`config.mk`:
```
export PLATFORM = sky130hd
export DESIGN_NAME = offset_field_encoder
export DESIGN_NICKNAME = d
export VERILOG_FILES = /design/src/rtl/lc3_fields_pkg.sv /design/src/rtl/field_range_check.sv /design/src/rtl/offset_field_encoder.sv
export SDC_FILE = /design/constraint.sdc
export NUM_CORES = 1
export LEC_CHECK = 0
export CAP_MARGIN = 10
export CELL_PAD_IN_SITES_DETAIL_PLACEMENT = 0
export CELL_PAD_IN_SITES_GLOBAL_PLACEMENT = 1
export CORE_ASPECT_RATIO = 2
export CORE_UTILIZATION = 38
export DETAILED_ROUTE_END_ITERATION = 8
export PLACE_DENSITY = 0.83
export SETUP_SLACK_MARGIN = 0.02
export SLEW_MARGIN = 20
export SYNTH_ARGS = -nofsm -noshare
export SYNTH_HDL_FRONTEND = slang
export SYNTH_SLANG_ARGS = --single-unit
export TNS_END_PERCENT = 10
```
`constraint.sdc`:
```
create_clock -name Clk -period 3.8 [get_ports Clk]
set_input_delay 0.76 -clock Clk [delete_from_list [all_inputs] [get_ports Clk]]
set_output_delay 0.76 -clock Clk [all_outputs]
set_load 0.01 [all_outputs]
```
`src/rtl/lc3_fields_pkg.sv`:
```
// -----------------------------------------------------------------------------
// lc3_fields_pkg
// Shared definitions for the LC-3 immediate/offset fields. The sign-extenders
// use these to widen a field back to 16 bits. The offset encoder and the
// assembler lint logic use them to narrow a 16-bit value into a field.
//
// Contents:
//   field_sel_t      - which field is being handled (imm5/offset6/PC9/PC11)
//   field_width()    - bit width W of a field
//   low_mask()       - 16-bit mask covering bits [W-1:0]
//   fits_signed()    - does a 16-bit value survive narrowing to W signed bits
//   is_pc_relative() - field is an offset from the incremented PC
//   sign_extend()    - widen a W-bit field (held in 11 bits) to 16 bits
// -----------------------------------------------------------------------------
package lc3_fields_pkg;

  localparam int unsigned DATA_W      = 16;
  localparam int unsigned FIELD_MAX_W = 11;

  typedef enum logic [1:0] {
    FS_IMM5 = 2'b00,
    FS_OFF6 = 2'b01,
    FS_PC9  = 2'b10,
    FS_PC11 = 2'b11
  } field_sel_t;

  function automatic logic [3:0] field_width(input field_sel_t fs);
    logic [3:0] w;
    case (fs)
      FS_IMM5: w = 4'd5;
      FS_OFF6: w = 4'd6;
      FS_PC9:  w = 4'd9;
      FS_PC11: w = 4'd11;
      default: w = 4'd5;
    endcase
    return w;
  endfunction

  function automatic logic [15:0] low_mask(input logic [3:0] w);
    logic [15:0] m;
    case (w)
      4'd5:    m = 16'h001F;
      4'd6:    m = 16'h003F;
      4'd9:    m = 16'h01FF;
      4'd11:   m = 16'h07FF;
      default: m = 16'h001F;
    endcase
    return m;
  endfunction

  // A value fits in W signed bits when bits [15:W-1] are all equal.
  // Shifting the low mask right by one leaves bits [W-2:0] set, so its
  // complement selects exactly bits [15:W-1].
  function automatic logic fits_signed(input logic [15:0] off, input logic [3:0] w);
    logic [15:0] hi;
    logic [15:0] upper;
    hi    = ~(low_mask(w) >> 1);
    upper = off & hi;
    return (upper == 16'h0000) || (upper == hi);
  endfunction

  function automatic logic is_pc_relative(input field_sel_t fs);
    logic r;
    case (fs)
      FS_PC9, FS_PC11: r = 1'b1;
      FS_IMM5, FS_OFF6: r = 1'b0;
      default: r = 1'b0;
    endcase
    return r;
  endfunction

  // The sign bit is the top bit of the field: the mask XOR its own
  // right shift isolates that single bit position.
  function automatic logic [15:0] sign_extend(input logic [10:0] f, input logic [3:0] w);
    logic [15:0] m;
    logic [15:0] wide;
    logic        sb;
    m    = low_mask(w);
    wide = {5'b00000, f} & m;
    sb   = |(wide & (m ^ (m >> 1)));
    return sb ? (wide | ~m) : wide;
  endfunction

endpackage

```
`src/rtl/field_range_check.sv`:
```
// -----------------------------------------------------------------------------
// field_range_check
// Combinational narrowing of a 16-bit offset into an LC-3 field, with the
// check that the field sign-extends back to the same 16-bit value.
//
// Ports:
//   off   in  16  value to narrow
//   fsel  in   2  field select (field_sel_t encoding)
//   field out 11  low W bits of off, zero-extended to 11 bits
//   fit   out  1  1 when off is representable in W signed bits
// -----------------------------------------------------------------------------
module field_range_check
  import lc3_fields_pkg::*;
(
  input  logic [15:0] off,
  input  logic [1:0]  fsel,
  output logic [10:0] field,
  output logic        fit
);

  logic [3:0]  width_s;
  logic [15:0] mask_s;

  // Field extraction and range test for the selected width
  always_comb begin
    width_s = field_width(field_sel_t'(fsel));
    mask_s  = low_mask(width_s);
    // On a range error the truncated low bits are still what we deliver.
    field   = 11'(off & mask_s);
    fit     = fits_signed(off, width_s);
  end

endmodule

```
`src/rtl/offset_field_encoder.sv`:
```
// -----------------------------------------------------------------------------
// offset_field_encoder
// Packs a 16-bit value or branch/load target into an LC-3 immediate/offset
// field and merges it into an instruction template. It is a two-stage
// valid/ready pipeline with one result per cycle and two cycles of latency.
//
// Stage 1 registers the offset: the raw value for imm5/offset6, or
// target - (pc + 1) for PCoffset9/11. Stage 2 registers the merged
// instruction, the field and the range flag, so every output is a flop.
//
// Ports:
//   Clk        in   1   clock, all state on the rising edge
//   Reset      in   1   synchronous active-low reset
//   in_valid   in   1   request valid
//   in_ready   out  1   request can be accepted this cycle
//   fsel       in   2   00 imm5, 01 offset6, 10 PCoffset9, 11 PCoffset11
//   pc         in  16   address of the instruction (PC-relative fields only)
//   target     in  16   raw value or target address
//   base_ir    in  16   instruction template, low W bits replaced
//   out_valid  out  1   result valid
//   out_ready  in   1   consumer accepts result
//   ir_out     out 16   merged instruction
//   field_out  out 11   field, zero-extended
//   range_err  out  1   value does not fit in W signed bits
//   err_count  out ERR_CNT_W  saturating count of delivered range errors
// -----------------------------------------------------------------------------
module offset_field_encoder
  import lc3_fields_pkg::*;
#(
  parameter int ERR_CNT_W = 8
)
(
  input  logic                 Clk,
  input  logic                 Reset,
  input  logic                 in_valid,
  output logic                 in_ready,
  input  logic [1:0]           fsel,
  input  logic [15:0]          pc,
  input  logic [15:0]          target,
  input  logic [15:0]          base_ir,
  output logic                 out_valid,
  input  logic                 out_ready,
  output logic [15:0]          ir_out,
  output logic [10:0]          field_out,
  output logic                 range_err,
  output logic [ERR_CNT_W-1:0] err_count
);

  localparam logic [ERR_CNT_W-1:0] ERR_CNT_MAX = {ERR_CNT_W{1'b1}};
  localparam logic [ERR_CNT_W-1:0] ERR_CNT_ONE = {{(ERR_CNT_W-1){1'b0}}, 1'b1};

  // handshake qualifiers
  logic                 s2_adv_s;
  logic                 accept_s;
  logic                 deliver_s;

  // stage 1
  logic [15:0]          off_s;
  logic                 s1_valid_r;
  logic [15:0]          s1_off_r;
  field_sel_t           s1_fsel_r;
  logic [15:0]          s1_base_r;

  // stage 1 -> stage 2 combinational results
  logic [10:0]          chk_field_s;
  logic                 chk_fit_s;
  logic [15:0]          merge_mask_s;
  logic [15:0]          merge_ir_s;

  // stage 2
  logic                 s2_valid_r;
  logic [15:0]          s2_ir_r;
  logic [10:0]          s2_field_r;
  logic                 s2_err_r;
  logic [ERR_CNT_W-1:0] err_count_r;

  // Flow control: stage 2 frees up when empty or being drained; stage 1
  // can take a new request when empty or when it moves into stage 2.
  // in_ready depends only on state and out_ready, never on in_valid.
  always_comb begin
    s2_adv_s  = ~s2_valid_r | out_ready;
    in_ready  = ~s1_valid_r | s2_adv_s;
    accept_s  = in_valid & in_ready;
    deliver_s = s2_valid_r & out_ready;
  end

  // Offset relative to the incremented PC, wrapping mod 2^16
  always_comb begin
    if (is_pc_relative(field_sel_t'(fsel))) begin
      off_s = target - (pc + 16'd1);
    end else begin
      off_s = target;
    end
  end

  // Stage 1 register: load on accept, empty when contents move on
  always_ff @(posedge Clk) begin
    if (!Reset) begin
      s1_valid_r <= 1'b0;
      s1_off_r   <= 16'h0000;
      s1_fsel_r  <= FS_IMM5;
      s1_base_r  <= 16'h0000;
    end else if (accept_s) begin
      s1_valid_r <= 1'b1;
      s1_off_r   <= off_s;
      s1_fsel_r  <= field_sel_t'(fsel);
      s1_base_r  <= base_ir;
    end else if (s2_adv_s) begin
      s1_valid_r <= 1'b0;
    end
  end

  field_range_check u_range_check (
    .off   (s1_off_r),
    .fsel  (s1_fsel_r),
    .field (chk_field_s),
    .fit   (chk_fit_s)
  );

  // Template merge: low W bits come from the offset, the rest from base_ir
  always_comb begin
    merge_mask_s = low_mask(field_width(s1_fsel_r));
    merge_ir_s   = (s1_base_r & ~merge_mask_s) | (s1_off_r & merge_mask_s);
  end

  // Stage 2 register: data only changes when a new result moves in, so
  // outputs hold while the consumer stalls
  always_ff @(posedge Clk) begin
    if (!Reset) begin
      s2_valid_r <= 1'b0;
      s2_ir_r    <= 16'h0000;
      s2_field_r <= 11'h000;
      s2_err_r   <= 1'b0;
    end else if (s2_adv_s) begin
      s2_valid_r <= s1_valid_r;
      if (s1_valid_r) begin
        s2_ir_r    <= merge_ir_s;
        s2_field_r <= chk_field_s;
        s2_err_r   <= ~chk_fit_s;
      end
    end
  end

  // Saturating count of range errors actually handed to the consumer
  always_ff @(posedge Clk) begin
    if (!Reset) begin
      err_count_r <= {ERR_CNT_W{1'b0}};
    end else if (deliver_s && s2_err_r && (err_count_r != ERR_CNT_MAX)) begin
      err_count_r <= err_count_r + ERR_CNT_ONE;
    end
  end

  assign out_valid = s2_valid_r;
  assign ir_out    = s2_ir_r;
  assign field_out = s2_field_r;
  assign range_err = s2_err_r;
  assign err_count = err_count_r;

endmodule

```
# Word level (Yosys, flattened, before mapping)
# Cells that the tools add are included.
# totals
input_bits,54
ff_bits,72
output_inout_bits,38
# op_classes
mux,6
eq_ne,11
n_reduce_logical,10
n_bitwise,13
n_addsub,3
# op_table
operator,count
$and A16 B16 Y16,3
$pmux W11 S3,1
$add A16 B1 Y16 const B,1
$eq A16 B16 Y1,1
$logic_not A16 Y1,1
$mux W16,1
$not A10 Y16,1
$not A16 Y16,1
$or A16 B16 Y16,1
$pmux W4 S4,1
$sub A16 B16 Y16,1
$add A8 B1 Y8 const B,1
$eq A2 B2 Y1 const B,4
$eq A4 B4 Y1 const B,2
$ne A8 B8 Y1 const B,1
$eq A2 B1 Y1 const B,2
$eq A4 B3 Y1 const B,1
$logic_not A2 Y1,2
$reduce_or A2 Y1,2
$not A1 Y1,3
$and A1 B1 Y1,2
$logic_and A1 B1 Y1,2
$mux W1,2
$or A1 B1 Y1,2
other kinds (4),4

# Depth between registers and ports, before layout
# depth
depth_word,9
depth_mapped,10

# By module
# Synthesis repeated with hierarchy kept, for this count alone.
# hier_totals
hier_cells,465
hier_area_um2,3639.7
# by_module_without_submodules
mod,n_inst,cells_each,area_each_um2
offset_field_encoder,1,439,3449.6
field_range_check,1,26,190.2

# Least setup slack after synthesis
# OpenSTA, ideal clock, no wires.
# synth_path
path_type,input to register
startpoint,input port pc[0]
endpoint,register s1_off_r[8]
t_arrival_ns,2.278
setup_ns,0.116
path_slack_ns,1.405
n_path_buf,0
path_stages,10
path_cell_list,inv_1 -> ha_1 -> inv_1 -> fa_1 -> nand2b_1 -> a21oi_1 -> o22ai_1 -> xor2_1 -> a21oi_1 -> a31o_2
# synth_between
elab_chain_len,3
# synth_lines
element,line_no,source
from (decl),offset_field_encoder.sv:38,"input logic [15:0] pc,"
$add A16 B1 Y16,offset_field_encoder.sv:90,off_s = target - (pc + 16'd1);
$sub A16 B16 Y16,offset_field_encoder.sv:90,
$mux W16,offset_field_encoder.sv:89,if (is_pc_relative(field_sel_t'(fsel))) begin
to (signal assigned),offset_field_encoder.sv:105,s1_off_r <= off_s;
to (decl),offset_field_encoder.sv:60,logic [15:0] s1_off_r;
# No other way between the ends.
# A chain may end at the register's enable or synchronous reset.

# Worst setup path after layout
# layout_path
startpoint,input port target[0]
endpoint,register s1_off_r[8]
# layout_between
elab_chain_len,2
# layout_lines
element,line_no,source
from (decl),offset_field_encoder.sv:39,"input logic [15:0] target,"
$sub A16 B16 Y16,offset_field_encoder.sv:90,
$mux W16,offset_field_encoder.sv:89,
# No other way between the ends.

==> results.json <==
{
  "stdcell_count": 610,
  "power_switching_uw": 457,
  "drt_iter0_drc": 141,
  "synth_area_sq_um": 3470,
  "netlist_top_cells_area": "dfxtp_1 36%, nand2_1 11%, a21boi_0 6.7%, ha_1 5.8%, a21oi_1 4.0%",
  "combPwrFrac": 0.168,
  "gp_congestion": 0.884,
  "fin_crit_sh": 0.737,
  "post_cts_buffers": 0,
  "drt_wl_total_mm": 8.63,
  "power.density_nw_per_um2": 412,
  "row_count": 49,
  "nets": 574,
  "synthMuxAreaShare": 0.0350,
  "clk_latency_ns": 0.32,
  "ctsHoldBuffers": 0,
  "yosys-top-cells-count": "97 x nand2_1, 62 x dfxtp_1, 31 x a21boi_0",
  "overflow": 0,
  "avgSynthCellArea_sq_um": 8.00,
  "die_x_um": 69.5,
  "avgViaCountPerCell": 5.27,
  "tightest_slew_ns": 0.894,
  "synth_top_family_by_area": "compound AO/OA/AOI/OAI gates",
  "wl_per_cell_um": 14.1,
  "internal-power_uw": 1470,
  "fp.dieArea_sq_um": 9530,
  "worstSetupPathType": "input port to flip-flop",
  "fin_worst_skew_ns": 0.00691,
  "dieHeight_um": 137,
  "initial_core_util": 0.390,
  "power_uw": 1930,
  "synthAdderAreaFrac": 0.0635,
  "synth_seq_cells": 62,
  "max_freq_mhz": 357,
  "cts-root-buf": "clkbuf_16",
  "yosysTopAreaCell": "dfxtp_1",
  "ctsResizeCount": 0,
  "final-max-slew-violation-count": 0,
  "dp.cells": 594,
  "hpwl_mm": 6.74,
  "rsz0062_at_grt": "no",
  "outcome": "completed",
  "synth_xor_area_frac": 0.0480,
  "crit_fanout": 3,
  "antenna_found_initial": 0,
  "setup_viol": 0,
  "grt_pass1_vias": 3157,
  "crit_path_end_kind": "flip-flop",
  "portBuffers": 86,
  "ys_seq_area_frac": 0.358,
  "drt_first_pass_iters": 4,
  "cts.sinks": 62,
  "async_reset_ff_frac": 0,
  "synth_top_area_frac": 0.358,
  "pwr-share-seq": 0.371,
  "synth-simple-area-share": 0.190,
  "setup_tns_ns": 0,
  "pwr-share-clk": 0.462,
  "drive_gt1_frac": 0.0492,
  "synth_nets": 504,
  "synth_compound_area_frac": 0.243,
  "clk_pin_slew_worst_paths_ns": 0.05,
  "yosysWarningCount": 0,
  "final_antenna_net_count": 0,
  "switching_share": 0.237,
  "synth_edf_count": 0,
  "drc": 0,
  "clock_path_buffers": 2,
  "cts_buffers": 9,
  "area_delta_synth_final_pct": 35.3,
  "ys_types": 48,
  "timing.slew.headroom": 0.404,
  "core_sq_um": 8890,
  "ir_drop_mv": 0.288,
  "grt_pass1_wl_mm": 14.2,
  "io_pins": 92,
  "vias": 3213,
  "fin_crit_ns": 2.80,
  "track_usage": 0.190,
  "max_cap_viol_count": 0,
  "crit_arrival_ns": 3.01,
  "hold_class": "flip-flop to flip-flop",
  "synth_cells": 433,
  "timing.final.hold_violations": 0,
  "antennaDiodeCount": 0,
  "cts_tree": "yes",
  "critPathLaunchType": "input port",
  "synth-main-ff-cell": "dfxtp_1",
  "htree_levels": 3,
  "leakagePower_uw": 0.00191,
  "yosysMostFrequentCell": "nand2_1",
  "grt_start_max_net_pins": 47,
  "critPathRequiredTime_ns": 4.02,
  "num-fill-cells": 857
}
[per-layer routing]
layer	wire length (um)	up-vias	GRT usage
met2	4860	87	0.359
li1	-	1634	-
met4	324	0	0.122
met5	0	-	0
met1	3190	1472	0.184
met3	261	20	0.0398
[sequential cells by signal, summed over array words and instances (netlist names)]
signal,flops
s1_base_r,11
range_err,1
s1_valid_r,1
out_valid,1
s1_fsel_r,2
s1_off_r,16
field_out,6
err_count,8
ir_out,16
[cell usage in the layout (no fill, tap or decap), types with 9 or more instances in the layout]
master           synthesis  routed
clkdlybuf4s50_1          0      86
and2_1                   9       9
ha_1                    16      16
a21oi_1                 28      28
xnor2_1                 11      11
a21boi_0                31      31
nand2_1                 97      97
o21ai_0                 26      26
clkbuf_16                0       9
inv_1                   22      22
dfxtp_1                 62      62
mux2i_1                 11      11
[worst max-delay path: stages]
cell	delay (ns)
clkdlybuf4s50_1	0.48
ha_1	0.20
inv_1	0.06
fa_1	0.39
nand2b_1	0.19
a21oi_1	0.29
o22ai_1	0.19
xor2_1	0.16
a21oi_1	0.08
a31o_2	0.21
[per-stage QoR]
step / utilization / cell area (sq um) / hold WS, ns / setup slack [ns]
2_1_floorplan: - / 3470 / 0.438 / 1.41
3_3_place_gp: 0.490 / 4350 / 0.444 / 0.734
3_5_place_dp: 0.490 / 4350 / 0.456 / 0.668
4_1_cts: 0.527 / 4690 / 0.464 / 1.00
5_1_grt: 0.527 / 4690 / 0.476 / 0.799
6_report: 0.527 / 4690 / 0.461 / 1.00
[cell type report]
class,instances,area [sq um],area share
Multi-Input combinational cell,319,2010,0.428
Tap cell,102,128,0.0272
Inverter,22,82.6,0.0176
Clock inverter,3,65.1,0.0139
Clock buffer,13,270,0.0576
Timing Repair Buffer,89,896,0.191
Sequential cell,62,1240,0.265
[final timing paths]
path,startpoint,to,slack [ns],depth (start not counted)
setup / recovery,target[0],s1_off_r[8]$_SDFFE_PN0P_,1.00,10
hold / removal,s1_base_r[15]$_SDFFE_PN0P_,s1_base_r[15]$_SDFFE_PN0P_,0.46,2
setup reg to reg,err_count[0]$_SDFFE_PN0P_,err_count[5]$_SDFFE_PN0P_,1.96,6
hold reg to reg,s1_base_r[15]$_SDFFE_PN0P_,s1_base_r[15]$_SDFFE_PN0P_,0.46,2
[kinds of logic after synthesis]
| kind of cell | Yosys count |
|---|---|
| mux | 12 |
| simple gates | 145 |
| fa+ha+maj | 17 |
| buf+inv | 52 |
| xor+xnor | 19 |
| compound gates | 126 |
| flops | 62 |
[power groups by stage]
stage	logic [uW]	registers, uW	clock network (uW)
floorplan	204	722	0
global placement	320	728	0
detailed placement	324	729	0
CTS	326	716	913
global route	360	720	940
finish	324	716	891
Note: power is estimated with default switching activity, not from simulation.
==> edit: new RTL, same flow settings <==
Make the reset (`Reset`) asynchronous in 3 clocked blocks. Comments in the files are not updated.
--- a/src/rtl/offset_field_encoder.sv
+++ b/src/rtl/offset_field_encoder.sv
@@ -94,7 +94,7 @@
   end
 
   // Stage 1 register: load on accept, empty when contents move on
-  always_ff @(posedge Clk) begin
+  always_ff @(posedge Clk or negedge Reset) begin
     if (!Reset) begin
       s1_valid_r <= 1'b0;
       s1_off_r   <= 16'h0000;
@@ -125,7 +125,7 @@
 
   // Stage 2 register: data only changes when a new result moves in, so
   // outputs hold while the consumer stalls
-  always_ff @(posedge Clk) begin
+  always_ff @(posedge Clk or negedge Reset) begin
     if (!Reset) begin
       s2_valid_r <= 1'b0;
       s2_ir_r    <= 16'h0000;
@@ -142,7 +142,7 @@
   end
 
   // Saturating count of range errors actually handed to the consumer
-  always_ff @(posedge Clk) begin
+  always_ff @(posedge Clk or negedge Reset) begin
     if (!Reset) begin
       err_count_r <= {ERR_CNT_W{1'b0}};
     end else if (deliver_s && s2_err_r && (err_count_r != ERR_CNT_MAX)) begin
Formal check against the unedited RTL: differs if Reset is asserted again (counterexample within 4 cycles, from zero or initial values and one cycle with Reset low); with Reset held inactive, the same outputs for 10 cycles.
==> edit against the unedited design <==
Routed wire length fell by 6.1%; sequential cell count stayed put; register-to-register slack improved by 60 ps; critical endpoint is now s1_off_r[12]$_DFFE_PN0P_; die area decreased by 0.18%; worst setup slack lost 170 ps; largest cell class unchanged; synthesized area down 0.18%; final area shrank 0.24%; clock skew fell by 1.1 ps.
Power is not compared: it rests on default switching activity, and its combinational part moved more than twofold at a synthesized area within 25%.
==> edit: results <==
{
  "run_status": "finished clean",
  "fillers": 813,
  "vias": 2901,
  "synth_cell_types": 49,
  "finClkSkew_ps": 5.81,
  "arrival_ps": 3180,
  "yosys-top-cells-area": "dfrtp_1, nand2_1, ha_1, a21oi_1, o21ai_0",
  "ys_seq_area_share_pct": 44.8,
  "grtUsageMet3_pct": 3.39,
  "muxShareOfSynthArea_pct": 6.18,
  "cts_hold_buf": 0,
  "synth_nets": 450,
  "routed_wl_mm": 8.10,
  "grt_usage_pct": 18.3,
  "gp_congestion": 0.834,
  "hold_path.startpoint": "s1_base_r[12]$_DFFE_PN0P_",
  "synth_commonest_cells": "nand2_1, dfrtp_1, a21oi_1, o21ai_0, inv_1",
  "r2r_cells": 6,
  "met3WireLength_um": 255,
  "drt_first_pass_iters": 7,
  "dp_hpwl_mm": 6.37,
  "synth_flop_cell": "dfrtp_1",
  "cts.htree.levels": 3,
  "layout.nets": 534,
  "viasPerCell": 5.11,
  "dr_wl_met2_mm": 4.45,
  "rrSetupSlack_ps": 2020,
  "min_to": "s1_base_r[12]$_DFFE_PN0P_",
  "grt_max_degree": 40,
  "placed_area_um2": 4400,
  "drive_gt1_share_pct": 8.33,
  "grt_use_met1_pct": 19.5,
  "drtIter0Drc": 156,
  "worst_slew_margin_rel_pct": 38.5,
  "async_flop_share_pct": 100,
  "post-place-cells": 552,
  "regToRegEndpoint": "err_count[7]$_DFFE_PN0P_",
  "grt_pass1_vias": 2967,
  "m1WireLength_mm": 3.19,
  "critPathMaxFanout": 3,
  "grt_antenna_before_repair": 0,
  "met2_usage_pct": 33.9,
  "rr_startpoint": "err_count[0]$_DFFE_PN0P_",
  "synthXorXnorAreaFrac_pct": 3.54,
  "top_layer_used": "met4",
  "synthAdderAreaFrac_pct": 6.37,
  "multi_input_area_um2": 1750,
  "fin_hold_ws_ps": 463,
  "slowest_stage": "clkdlybuf4s50_1",
  "cts.repair.resized": 0,
  "dp_slack_ps": 482,
  "grt_pass1_wl_mm": 13.7,
  "worstSkewPairLatency_ps": 330,
  "synth.avg_cell_area_um2": 9.13,
  "comb_power_mw": 0.665,
  "synth_compound_area_share_pct": 15.3
}
## edit: changes by cell type after synthesis, sizes merged, moves of 9 or more
cell,unedited run,this run
dfxtp,62,0
nor2,6,18
dfrtp,0,62
nand2,97,83
a21boi,31,2
and2,10,1
mux2,1,11
## edit: layout make-up
type	instances	share of cell area, %
Clock buffer	16	6.02
Timing Repair Buffer	92	19.3
Multi-Input combinational cell	279	37.3
Tap cell	100	2.68
Sequential cell	62	33.2
Inverter	19	1.52
## edit: worst max-delay path by stage
stage               cells past startpoint  slack (ps)                  endpoint
detailed placement                     11         480  s1_off_r[12]$_DFFE_PN0P_
floorplan                              11        1220  s1_off_r[10]$_DFFE_PN0P_
CTS                                    11         820  s1_off_r[12]$_DFFE_PN0P_
finish                                 11         830  s1_off_r[12]$_DFFE_PN0P_
global route                           11         680  s1_off_r[10]$_DFFE_PN0P_
global placement                       11         540  s1_off_r[14]$_DFFE_PN0P_
